$ cat src/rtl/vga_pixel_fifo_if.sv
// Pixel stream from the frame-buffer reader into the VGA prefetch buffer.
// Valid/ready: a word transfers on a rising clock edge where in_valid and in_ready are both 1.
interface vga_pixel_fifo_if #(
    parameter int DW = 12
);
    logic          in_valid;
    logic [DW-1:0] in_data;
    logic          in_sof;
    logic          in_ready;

    modport master (
        output in_valid,
        output in_data,
        output in_sof,
        input  in_ready
    );

    modport slave (
        input  in_valid,
        input  in_data,
        input  in_sof,
        output in_ready
    );
endinterface

$ cat src/rtl/vga_pixel_fifo.sv
// Prefetch FIFO between the frame-buffer reader and the VGA timing generator.
// It realigns on frame_start by discarding input until a start-of-frame word arrives.
module vga_pixel_fifo #(
    parameter int DEPTH = 16,
    parameter int DW    = 12,
    parameter int CW    = 16
) (
    input  logic                     MAX10_CLK1_50,
    input  logic                     RESET_N,
    vga_pixel_fifo_if.slave          up,
    input  logic                     pix_req,
    input  logic                     frame_start,
    output logic [3:0]               VGA_R,
    output logic [3:0]               VGA_G,
    output logic [3:0]               VGA_B,
    output logic                     underrun,
    output logic [CW-1:0]            underrun_count,
    output logic [$clog2(DEPTH):0]   level,
    output logic                     dbg_state
);

    localparam int AW = $clog2(DEPTH);
    localparam int LW = AW + 1;
    localparam logic [LW-1:0] FULL_LEVEL = LW'(DEPTH);

    typedef enum logic {
        ST_SEEK = 1'b0,
        ST_RUN  = 1'b1
    } state_t;

    state_t          state_q, state_d;
    logic [AW-1:0]   wr_ptr_q, wr_ptr_d;
    logic [AW-1:0]   rd_ptr_q, rd_ptr_d;
    logic [LW-1:0]   level_q, level_d;
    logic [DW-1:0]   rgb_q, rgb_d;
    logic            underrun_q, underrun_d;
    logic [CW-1:0]   count_q, count_d;
    logic [DW-1:0]   mem_q [DEPTH];

    logic            ready;
    logic            push;
    logic            pop;

    // Ready comes from registered state only, so a full buffer never sees a write attempt.
    assign ready = RESET_N && ((state_q == ST_SEEK) || (level_q != FULL_LEVEL));

    always_comb begin
        state_d    = state_q;
        wr_ptr_d   = wr_ptr_q;
        rd_ptr_d   = rd_ptr_q;
        level_d    = level_q;
        rgb_d      = '0;
        underrun_d = underrun_q;
        count_d    = count_q;
        push       = 1'b0;
        pop        = 1'b0;

        if (frame_start) begin
            // Frame restart wins over everything else in the same cycle.
            state_d  = ST_SEEK;
            wr_ptr_d = '0;
            rd_ptr_d = '0;
            level_d  = '0;
        end else begin
            if (up.in_valid && ready) begin
                case (state_q)
                    ST_SEEK: begin
                        if (up.in_sof) begin
                            push    = 1'b1;
                            state_d = ST_RUN;
                        end
                    end
                    ST_RUN:  push = 1'b1;
                    default: push = 1'b0;
                endcase
            end

            if (pix_req) begin
                if (level_q != '0) begin
                    pop      = 1'b1;
                    rgb_d    = mem_q[rd_ptr_q];
                    rd_ptr_d = rd_ptr_q + 1'b1;
                end else begin
                    underrun_d = 1'b1;
                    if (~&count_q) begin
                        count_d = count_q + 1'b1;
                    end
                end
            end

            if (push) begin
                wr_ptr_d = wr_ptr_q + 1'b1;
            end

            if (push && !pop) begin
                level_d = level_q + 1'b1;
            end else if (!push && pop) begin
                level_d = level_q - 1'b1;
            end
        end
    end

    always_ff @(posedge MAX10_CLK1_50) begin
        if (!RESET_N) begin
            state_q    <= ST_SEEK;
            wr_ptr_q   <= '0;
            rd_ptr_q   <= '0;
            level_q    <= '0;
            rgb_q      <= '0;
            underrun_q <= 1'b0;
            count_q    <= '0;
        end else begin
            state_q    <= state_d;
            wr_ptr_q   <= wr_ptr_d;
            rd_ptr_q   <= rd_ptr_d;
            level_q    <= level_d;
            rgb_q      <= rgb_d;
            underrun_q <= underrun_d;
            count_q    <= count_d;
        end
    end

    // Storage has no reset; only entries below level are ever read.
    always_ff @(posedge MAX10_CLK1_50) begin
        if (RESET_N && push) begin
            mem_q[wr_ptr_q] <= up.in_data;
        end
    end

    assign up.in_ready     = ready;
    assign VGA_R           = rgb_q[11:8];
    assign VGA_G           = rgb_q[7:4];
    assign VGA_B           = rgb_q[3:0];
    assign underrun        = underrun_q;
    assign underrun_count  = count_q;
    assign level           = level_q;
    assign dbg_state       = state_q;

endmodule

$ cat src/flat_wrapper.sv
// flat-port wrapper written by rule: the top's interface ports become plain ports
module vga_pixel_fifo_flat 
#(
    parameter int DEPTH = 16,
    parameter int DW    = 12,
    parameter int CW    = 16
)
  (MAX10_CLK1_50, RESET_N, pix_req, frame_start, VGA_R, VGA_G, VGA_B, underrun, underrun_count, level, dbg_state, up_in_valid, up_in_data, up_in_sof, up_in_ready);
  vga_pixel_fifo_if #(.DW(DW)) up_i ();
  input  logic MAX10_CLK1_50;
  input  logic RESET_N;
  input  logic pix_req;
  input  logic frame_start;
  output logic [3:0] VGA_R;
  output logic [3:0] VGA_G;
  output logic [3:0] VGA_B;
  output logic underrun;
  output logic [CW-1:0] underrun_count;
  output logic [$clog2(DEPTH):0] level;
  output logic dbg_state;
  input wire logic [$bits(up_i.in_valid)-1:0] up_in_valid;
  input wire logic [$bits(up_i.in_data)-1:0] up_in_data;
  input wire logic [$bits(up_i.in_sof)-1:0] up_in_sof;
  output wire logic [$bits(up_i.in_ready)-1:0] up_in_ready;
  assign up_i.in_valid = up_in_valid;
  assign up_i.in_data = up_in_data;
  assign up_i.in_sof = up_in_sof;
  assign up_in_ready = up_i.in_ready;
  vga_pixel_fifo #(.DEPTH(DEPTH), .DW(DW), .CW(CW)) u_core (.MAX10_CLK1_50(MAX10_CLK1_50), .RESET_N(RESET_N), .up(up_i), .pix_req(pix_req), .frame_start(frame_start), .VGA_R(VGA_R), .VGA_G(VGA_G), .VGA_B(VGA_B), .underrun(underrun), .underrun_count(underrun_count), .level(level), .dbg_state(dbg_state));
endmodule
$ cat config.mk
export PLATFORM = sky130hd
export DESIGN_NAME = vga_pixel_fifo_flat
export DESIGN_NICKNAME = d
export VERILOG_FILES = /design/src/rtl/vga_pixel_fifo_if.sv /design/src/rtl/vga_pixel_fifo.sv /design/src/flat_wrapper.sv
export SDC_FILE = /design/constraint.sdc
export NUM_CORES = 1
export LEC_CHECK = 0
export CELL_PAD_IN_SITES_DETAIL_PLACEMENT = 1
export CELL_PAD_IN_SITES_GLOBAL_PLACEMENT = 1
export CORE_ASPECT_RATIO = 1.4
export CORE_UTILIZATION = 47
export CTS_BUF_LIST = sky130_fd_sc_hd__clkbuf_2
export DETAILED_ROUTE_END_ITERATION = 6
export DONT_BUFFER_PORTS = 1
export GPL_TIMING_DRIVEN = 0
export PLACE_DENSITY_LB_ADDON = 0.25
export SYNTH_ARGS = -nofsm -noshare
export SYNTH_HDL_FRONTEND = slang
export SYNTH_SLANG_ARGS = --single-unit
$ cat constraint.sdc
create_clock -name MAX10_CLK1_50 -period 4.7 [get_ports MAX10_CLK1_50]
set_input_delay 0.705 -clock MAX10_CLK1_50 [delete_from_list [all_inputs] [get_ports MAX10_CLK1_50]]
set_output_delay 0.705 -clock MAX10_CLK1_50 [all_outputs]
set_load 0.1 [all_outputs]
==> flow_summary.yaml <==
die:
  fp.dieW_um: 120
  die-area_um2: 20200
  fp.dieH_um: 168
  rows: 60
  ios: 54
  initial_core_util: 0.479
  core_um2: 19200
job:
  max-cap-violations: 0
sta:
  timing.hold.ws_ns: 0.0874
  fin_crit_ns: 3.94
  slew_headroom: 0.0743
  finClkSkew_ns: 0.0469
  final.setup.tns_ns: 0
  worstMarginPinSlew_ns: 1.38
  finalSetupViolations: 0
  report.final.slew_viol_count: 0
  rsz0062_at_grt: "no"
  period_share: 0.838
  hold_viol: 0
  fmax_mhz: 254
power_and_ir_drop:
  p_switching_uw: 975
  cellPowerDensity_nw_per_um2: 369
  total_power_mw: 3.77
  swShare: 0.259
  p_clk_frac: 0.327
  cell_internal_pwr_mw: 2.79
  leakage_nw: 3.24
  pwr-share-comb: 0.051
  peakVddDrop_v: 0.000143
  power_frac_seq: 0.623
placed_design:
  hpwl_um: 13300
  io_buffers: 0
  gp_congestion: 0.779
grt:
  grt_pass1_vias: 5615
  grt_max_degree: 17
  globalRoute.totalOverflow: 0
  grtUsageTotal: 0.216
  grt_pass1_wl_um: 31900
  antenna_found_initial: 2
synthesis:
  postSynthAreaPerCell_um2: 17.5
  ys.warnings.count: 0
  syn-cell-area_um2: 9210
  syn-instance-count: 525
  synthTopCellsByCount: "edfxtp_1, mux4_2, dfxtp_1"
  synth_flop_cell: "edfxtp_1"
  ys_types: 44
  ys_ff_latch: 235
  synth-edff-count: 192
  yosysTopAreaCellShare: 0.626
  async_reset_ff_frac: 0
  synth_area_leaders: "edfxtp_1, mux4_2, dfxtp_1"
  ys_seq_area_frac: 0.719
  yosysMostFrequentCell: "edfxtp_1"
  synth_top_area_cell: "edfxtp_1"
  syn-num-nets: 554
routing:
  dr_wl_met2_um: 11400
  postRouteAntennaNets: 0
  first_pass_iters: 4
  routed.top_layer: "met4"
  vias: 5039
  wl_met3_um: 777
  drc: 0
  drt_wl_total_um: 20600
  drt_iter0_drc: 299
  met1_length_um: 8150
  vias_per_cell: 5.66
  wl_per_cell_um: 23.2
setup_path:
  crit_path_end_kind: "output pin"
  timing.rr.start: "u_core.level[0]"
  required_ns: 3.99
  cp_max_fo: 6
  setup.worst_path.start: "u_core.level[0]"
  startpoint_type: "flip-flop"
  path_class: "flip-flop to output pin"
  crit_arrival_ns: 3.24
cells_and_area:
  multiInputGateArea_um2: 2480
  layout.nets: 627
  area_growth_pct: 10.8
  ff_latch_area_um2: 6630
  fillers: 1915
  drive_above_1_share: 0.259
  utilization: 0.531
clock_network:
  cts.sinks: 235
  cts_tree: "done"
  clkTransAtPathRegs_ns: 0.10
  h-tree-depth: 2
  worstSkewPairLatency_ns: 0.81
  numCtsBuffers: 54
  cts.path.max_buffers: 3
  root_buffer: "clkbuf_2"
run_status:
  status: "complete, no violations"
worst_hold_path:
  min_path_type: "input port to flip-flop"
  min_from: "RESET_N"
-- metrics by stage --
step	instance area [µm²]	cells	setup slack (ns)
after floorplan	9210	525	1.14
after global placement	9520	773	0.691
after detailed placement	9590	777	0.883
after CTS	10200	887	0.672
after global routing	10200	890	0.620
final	10200	890	0.759
-- flip-flops by register name (all words and copies together) (netlist names) --
register               cells
u_core.mem_q             192
u_core.underrun_count     16
u_core.rgb_q              12
u_core.level               5
u_core.rd_ptr_q            4
u_core.wr_ptr_q            4
u_core.dbg_state           1
u_core.underrun            1
-- layout make-up --
type / instances / area share
antenna: 2 / 0.000490
buffer: 23 / 0.0104
clock buffer: 81 / 0.0397
clock inverter: 17 / 0.00662
inverter: 8 / 0.00294
multi-input combinational: 259 / 0.243
sequential: 235 / 0.649
tap: 248 / 0.0304
timing repair buffer: 17 / 0.0173
-- layout by cell type (no fill, tap or decap), types with 4 or more instances in the layout --
cell | synthesis | final
dlygate4sd3_1 | 0 | 12
nor2_1 | 26 | 23
a21oi_1 | 17 | 17
nand4_1 | 4 | 4
or4_1 | 8 | 8
or3_1 | 5 | 5
buf_2 | 7 | 7
ha_1 | 10 | 10
xor2_1 | 4 | 4
nor4_1 | 4 | 4
dfxtp_1 | 43 | 43
mux2i_1 | 8 | 8
clkbuf_2 | 0 | 81
clkinv_1 | 0 | 14
o31ai_1 | 7 | 7
nand2b_1 | 12 | 12
clkbuf_1 | 13 | 13
nand2_1 | 19 | 19
inv_1 | 8 | 8
mux4_2 | 48 | 48
buf_6 | 0 | 5
nand3_1 | 6 | 6
nor3_2 | 0 | 4
edfxtp_1 | 192 | 192
o22ai_1 | 24 | 24
o21ai_0 | 6 | 6
nor3_1 | 17 | 13
-- cell families (layout without fill, tap and decap cells) --
group                    after synthesis  after routing  synth area share
AO/OA/AOI/OAI                         67             67            0.0458
XOR/XNOR                               6              6           0.00570
adder cells (fa/ha/maj)               11             11            0.0158
buffers and inverters                 31            146            0.0148
flip-flops                           235            235             0.719
multiplexers                          56             56             0.126
other                                  0              2                 0
AND/OR/NAND/NOR                      119            119            0.0725
-- final timing paths --
| path | cells past startpoint | to | slack [ns] |
|---|---|---|---|
| worst max-delay path | 2 | up_in_ready | 0.76 |
| worst min-delay path | 2 | u_core.underrun_count[7] | 0.09 |
| worst max register to register | 6 | u_core.mem_q[5][4] | 0.90 |
| worst min register to register | 2 | u_core.wr_ptr_q[1] | 0.54 |
-- power by group through the flow --
stage / registers [mW] / clock network (mW) / logic (mW)
detailed placement: 2.39 / 0 / 0.164
global route: 2.35 / 1.35 / 0.211
CTS: 2.35 / 1.27 / 0.195
global placement: 2.39 / 0 / 0.157
floorplan: 2.39 / 0 / 0.128
finish: 2.35 / 1.23 / 0.192
-- critical path, stage by stage (launching register included) --
cell	delay, ns
dfxtp_1	1.16
nor4_4	0.21
a31oi_2	1.09
-- timing repair --
action / in CTS / in global routing
hold buffers: 12 / 0
hold endpoints to repair: 192 / 0
buffers inserted: 0 / 0
resized for setup: 0 / 0
-- metal layers --
| layer | global-route usage | vias up |
|---|---|---|
| met3 | 0.0473 | 30 |
| met1 | 0.250 | 2600 |
| met4 | 0.0768 | 0 |
| met5 | 0 | - |
| li1 | - | 2302 |
| met2 | 0.389 | 107 |
No activity file was read; power rests on OpenSTA's default activity.
==> variant 1 (config.mk and constraints unchanged) <==
`DEPTH` is set to 16 in 2 places; all go to 32.
--- a/src/rtl/vga_pixel_fifo.sv
+++ b/src/rtl/vga_pixel_fifo.sv
@@ -1,7 +1,7 @@
 // Prefetch FIFO between the frame-buffer reader and the VGA timing generator.
 // It realigns on frame_start by discarding input until a start-of-frame word arrives.
 module vga_pixel_fifo #(
-    parameter int DEPTH = 16,
+    parameter int DEPTH = 32,
     parameter int DW    = 12,
     parameter int CW    = 16
 ) (
--- a/src/flat_wrapper.sv
+++ b/src/flat_wrapper.sv
@@ -1,7 +1,7 @@
 // flat-port wrapper written by rule: the top's interface ports become plain ports
 module vga_pixel_fifo_flat 
 #(
-    parameter int DEPTH = 16,
+    parameter int DEPTH = 32,
     parameter int DW    = 12,
     parameter int CW    = 16
 )
Interface: changed (resized level); port bits go from 54 to 55. The function was not compared with the original's and may differ.
==> variant 1 against the original RTL <==
  * Power up 92%
  * Worst hold slack gained 36 ps
  * Largest power group unchanged
  * Clock skew is 27 ps higher
  * Routed wire length is 100% higher
  * Area after synthesis rose by 83%
  * Via count rose by 78%
  * Cell area up 84%
  * Setup slack worse by 190 ps
  * Sequential cell count is 195 higher
  * Sequential share of layout area increased by 1.4 points
  * Register-to-register slack worse by 330 ps
==> variant 1: results (changes against the original RTL) <==
{| class="wikitable"
! Metric !! Value
|-
| Critical path fanouts, max || 12 (+6)
|-
| Via count || 8,974 (+78%)
|-
| Number of different library cells in the post-synthesis netlist || 52 (+18%)
|-
| Number of detailed-routing iterations run before antenna repair || 5 (+1)
|-
| Share of synthesized area spent on multiplexers || 14.47% (+1.9 points)
|-
| Leading post-synthesis cells by instance count || 384 x sky130_fd_sc_hd__edfxtp_1, 87 x sky130_fd_sc_hd__mux4_2, 57 x sky130_fd_sc_hd__nor2_1
|-
| Detailed Route Iter0 Violations || 597 (+100%)
|-
| Flip-flop count of the largest register after layout || 384 (+100%)
|-
| Number of standard cells in the layout, taps in and fillers out || 1,564 (+76%)
|-
| Reg-to-reg critical path endpoint || u_core.mem_q[21][2]
|-
| Rel. slew slack || 8.224% (+0.79 points)
|-
| Met2 Usage GRT || 41.46% (+2.6 points)
|-
| Total Routing Usage GR || 23.45% (+1.9 points)
|-
| Antenna violations before repair || 1 (-1)
|-
| # nets final || 1,055 (+68%)
|-
| EDFF count, synth || 384 (+100%)
|-
| Clock latency at the later pin of the worst-skew pair || 1010 ps (+200 ps)
|-
| Syn Nets || 925 (+67%)
|-
| Post-place instance area || 0.01744 sq mm (+82%)
|-
| Startpoint of the most critical register-to-register path || u_core.level[1]
|-
| Detailed placer's ending HPWL || 25.61 mm (+93%)
|-
| Hold Path Depth || 3 (+1)
|-
| Htree depth || 3 (+1)
|-
| M1 GR Usage || 26.41% (+1.5 points)
|-
| Peak ir drop on the vdd network || 0.0002570 V (+79%)
|-
| Total of fill cells in the finished design || 3,279 (+71%)
|-
| Number of global-route vias before repair || 9,721 (+73%)
|-
| Met3 track utilization from global routing || 5.032% (+0.30 points)
|-
| Worst Hold Path EP || u_core.wr_ptr_q[4]
|-
| Post-Synth XOR/XNOR Area || 1.092% (+0.52 points)
|-
| Skew final || 73.67 ps (+26.74 ps)
|-
| Register area share after synthesis || 73.90% (+2.0 points)
|-
| Weighted congestion at the end of routability-driven global placement || 0.7769 (-0.27%)
|-
| Placed Cells || 1,352 (+74%)
|-
| Result of the run || completed
|-
| Switching share of power || 25.85% (about the same)
|-
| Share of cells above drive strength 1 || 27.91% (+2.0 points)
|-
| Setup WS pre-CTS || 529.4 ps (-353.9 ps)
|-
| Fraction of the mapped netlist area in adder cells || 0.9357% (-0.64 points)
|-
| Cell types with the largest area share after synthesis || sky130_fd_sc_hd__edfxtp_1 68%, sky130_fd_sc_hd__mux4_2 12%, sky130_fd_sc_hd__dfxtp_1 5.5%, sky130_fd_sc_hd__mux2_2 2.0%, sky130_fd_sc_hd__nor2_1 1.3%
|-
| Global-route wire length before repair || 60.24 mm (+89%)
|-
| Leakage power || 5.913 nW (+83%)
|-
| Mean instance size in the synthesized netlist || 18.83 sq um (+7.3%)
|-
| WL per Instance || 26.39 microns (+14%)
|-
| Signal arrival time at the worst endpoint || 4730 ps (+1490 ps)
|-
| Pin count of the biggest net entering global routing || 33 (+16)
|-
| Clock input transition at the sequential cells of the worst setup and hold paths || 120 ps (+20 ps)
|-
| Minimum setup slack among reg-to-reg paths || 570 ps (-330 ps)
|}
==> variant 1: final cells by class <==
class	count	area, sq um	area share (%)
sequential	430	12450	66.28
multi-input combinational	410	4180	22.25
clock buffer	140	700.7	3.729
tap	456	570.5	3.037
timing repair buffer	30	411.6	2.191
clock inverter	42	246.5	1.312
buffer	47	193.9	1.032
inverter	8	30.03	0.1598
antenna	1	2.502	0.01332
==> variant 1: worst max-delay path by stage <==
| stage | startpoint | end | slack (ps) | cells after the start |
|---|---|---|---|---|
| after global placement | u_core.level[1] | u_core.mem_q[31][1] | 460 | 5 |
| after CTS | u_core.level[1] | up_in_ready | 460 | 3 |
| after floorplan | u_core.level[1] | u_core.level[5] | 1200 | 11 |
| after detailed placement | u_core.level[1] | u_core.mem_q[18][5] | 530 | 6 |
| final | u_core.level[1] | u_core.mem_q[21][2] | 570 | 6 |
| after global routing | u_core.level[1] | u_core.mem_q[21][2] | 390 | 6 |
==> variant 1: power groups by stage <==
stage	logic (mW)	registers (mW)	clock network, mW
3_5_place_dp	0.397	4.40	0
5_1_grt	0.515	4.31	2.67
4_1_cts	0.491	4.31	2.51
6_report	0.480	4.31	2.43
2_1_floorplan	0.297	4.39	0
3_3_place_gp	0.390	4.40	0
==> variant 1: what timing repair did <==
item / 4_1_cts / 5_1_grt
endpoints found under the setup margin: 0 / 0
resized for setup: 0 / 0
hold buffers: 26 / 0
hold endpoints to repair: 387 / 0
==> variant 1: critical path, stage by stage, from the launching register on <==
cell	delay, ps
sky130_fd_sc_hd__dfxtp_1	1120
sky130_fd_sc_hd__or4_1	300
sky130_fd_sc_hd__o311a_2	180
sky130_fd_sc_hd__clkbuf_1	350
sky130_fd_sc_hd__nor2b_1	310
sky130_fd_sc_hd__nand2_1	340
sky130_fd_sc_hd__nor2_1	1130
==> variant 1: logic make-up (layout without fill, tap and decap cells) <==
group | Yosys count | in the layout
AO/OA/AOI/OAI | 73 | 73
XOR/XNOR | 21 | 21
adder cells (fa/ha/maj) | 12 | 12
buffers and inverters | 55 | 267
flip-flops | 430 | 430
multiplexers | 131 | 131
other | 0 | 1
AND/OR/NAND/NOR | 173 | 173
==> variant 1: metal layers <==
| metal | vias to the layer above | part of all wire, % | wire, microns |
|---|---|---|---|
| met5 | - | 0 | 0 |
| met4 | 0 | 4.0 | 1631 |
| met3 | 77 | 5.4 | 2222 |
| met2 | 291 | 53 | 21920 |
| met1 | 4666 | 38 | 15490 |
| li1 | 3940 | - | - |
==> variant 2 (config.mk and constraints unchanged) <==
Without the edit above. Make the reset (`RESET_N`) asynchronous in one clocked block.
--- a/src/rtl/vga_pixel_fifo.sv
+++ b/src/rtl/vga_pixel_fifo.sv
@@ -100,7 +100,7 @@
         end
     end
 
-    always_ff @(posedge MAX10_CLK1_50) begin
+    always_ff @(posedge MAX10_CLK1_50 or negedge RESET_N) begin
         if (!RESET_N) begin
             state_q    <= ST_SEEK;
             wr_ptr_q   <= '0;
Formal check against the unedited RTL: differs if RESET_N is asserted again (counterexample within 4 cycles, from zero or initial values and one cycle with RESET_N low); with RESET_N held inactive, the same outputs for 4 cycles.
==> variant 2 against the original RTL <==
  * Synthesized cell count is 4.2% lower
  * Sequential cell count stayed put
  * Area after synthesis is 2.4% higher
  * Setup slack better by 28 ps
  * Cell area is 2.6% higher
  * Cell count is 2.6% lower
  * Routed wire length is 0.35% lower
  * Global-route usage is 0.24 points lower
  * Register-to-register slack worse by 110 ps
Power is not compared: it rests on default switching activity, and its combinational part moved more than twofold at a synthesized area within 25%.
==> variant 2: results (changes against the original RTL) <==
{| class="wikitable"
! Metric !! Value
|-
| Critical path capture point type || flop
|-
| Fraction of the mapped netlist area in adder cells || 1.539% (-0.037 points)
|-
| Critical path fanouts, max || 12 (+6)
|-
| Met3 track utilization from global routing || 4.536% (-0.20 points)
|-
| Critical path's largest stage delay || 1110 ps (-50 ps)
|-
| Launching instance or port of the critical path || u_core.level[0]
|-
| Post-Synth XOR/XNOR Area || 2.136% (+1.6 points)
|-
| Skew final || 36.82 ps (-10.11 ps)
|-
| Minimum hold slack || 84.18 ps (-3.259 ps)
|-
| Detailed placer's ending HPWL || 13.19 mm (-0.75%)
|-
| Total of fill cells in the finished design || 1,815 (-5.2%)
|-
| # nets final || 604 (-3.7%)
|-
| Number of global-route vias before repair || 5,544 (-1.3%)
|-
| Pin count of the biggest net entering global routing || 44 (+27)
|-
| Clock Buffer Count || 80 (-1.2%)
|-
| Cell at the slowest stage of the critical path || sky130_fd_sc_hd__nor2b_1
|-
| Reg-to-reg critical path endpoint || u_core.mem_q[7][8]
|-
| Number of different library cells in the post-synthesis netlist || 42 (-4.5%)
|-
| Weighted congestion at the end of routability-driven global placement || 0.7341 (-5.8%)
|-
| Count of sequential standard cells || 235 (unchanged)
|-
| Slew @ Worst Pin || 1365 ps (-18.19 ps)
|-
| Syn Nets || 532 (-4.0%)
|-
| Register area share after synthesis || 72.55% (+0.61 points)
|-
| Layout buffering overhead excluding clock cells || 2.664% (-0.11 points)
|-
| Post-Route M1 WL || 7.684 mm (-5.7%)
|-
| WL per Instance || 23.71 microns (+2.3%)
|-
| Area of all sequential standard cells || 0.006842 sq mm (+3.2%)
|-
| Cell family with the largest share of critical-path delay || simple AND/OR/NAND/NOR gates
|-
| M1 GR Usage || 25.20% (+0.25 points)
|-
| Global-route wire length before repair || 31.75 mm (-0.56%)
|-
| Compound-cell area share of the yosys netlist || 3.105% (-1.5 points)
|-
| Via count || 4,920 (-2.4%)
|-
| Worst Reg-to-Reg Cells || 5 (-1)
|-
| Count of non-CTS inverters in the layout || 4 (-4)
|-
| Fraction of registers with async set/reset || 18.30% (+18 points)
|-
| Result of the run || completed
|-
| Hold_buf cts || 14 (+2)
|-
| Number of antenna cells inserted || 1 (-1)
|-
| Cell types with the largest area share after synthesis || sky130_fd_sc_hd__edfxtp_1 61%, sky130_fd_sc_hd__mux4_2 11%, sky130_fd_sc_hd__dfrtp_1 11%, sky130_fd_sc_hd__a211oi_1 2.0%, sky130_fd_sc_hd__mux2i_1 1.6%
|-
| Share of synthesized area spent on multiplexers || 13.18% (+0.57 points)
|-
| Share of cells above drive strength 1 || 23.95% (-2.0 points)
|-
| Met2 Usage GRT || 37.45% (-1.5 points)
|-
| Setup WS pre-CTS || 809.6 ps (-73.70 ps)
|-
| Detailed Route Iter0 Violations || 226 (-24%)
|-
| Multi-input gate count || 240 (-7.3%)
|-
| Highest metal layer with signal wires || met5
|-
| Detailed-routed wire length on met2 || 10.94 mm (-3.6%)
|-
| Tmin final || 3913 ps (-27.59 ps)
|}
[variant 2: changes by cell type after synthesis, sizes merged, moves of 9 or more]
| cell | unedited run | this run |
|---|---|---|
| a21oi | 17 | 4 |
| nand2b | 12 | 1 |
| dfrtp | 0 | 43 |
| nor3 | 17 | 7 |
| xnor2 | 2 | 11 |
| nor2b | 0 | 15 |
| o22ai | 24 | 0 |
| a211oi | 0 | 25 |
| dfxtp | 43 | 0 |
[variant 2: report_power, final]
| part | internal, mW | leakage, nW | switching, mW | total (mW) |
|---|---|---|---|---|
| Sequential | 2.31 | 2.30 | 0.503 | 2.81 |
| Combinational | 0.476 | 0.875 | 0.508 | 0.984 |
| Clock | 0.564 | 0.390 | 0.780 | 1.34 |
| Total | 3.35 | 3.57 | 1.79 | 5.14 |
[variant 2: per-stage QoR]
step	util [%]	cells	instance area [sq um]
after CTS	53.85	866	10470
final	53.87	867	10480
after detailed placement	50.33	753	9787
after global placement	50.10	751	9741
after floorplan	-	503	9430
after global routing	53.87	867	10480
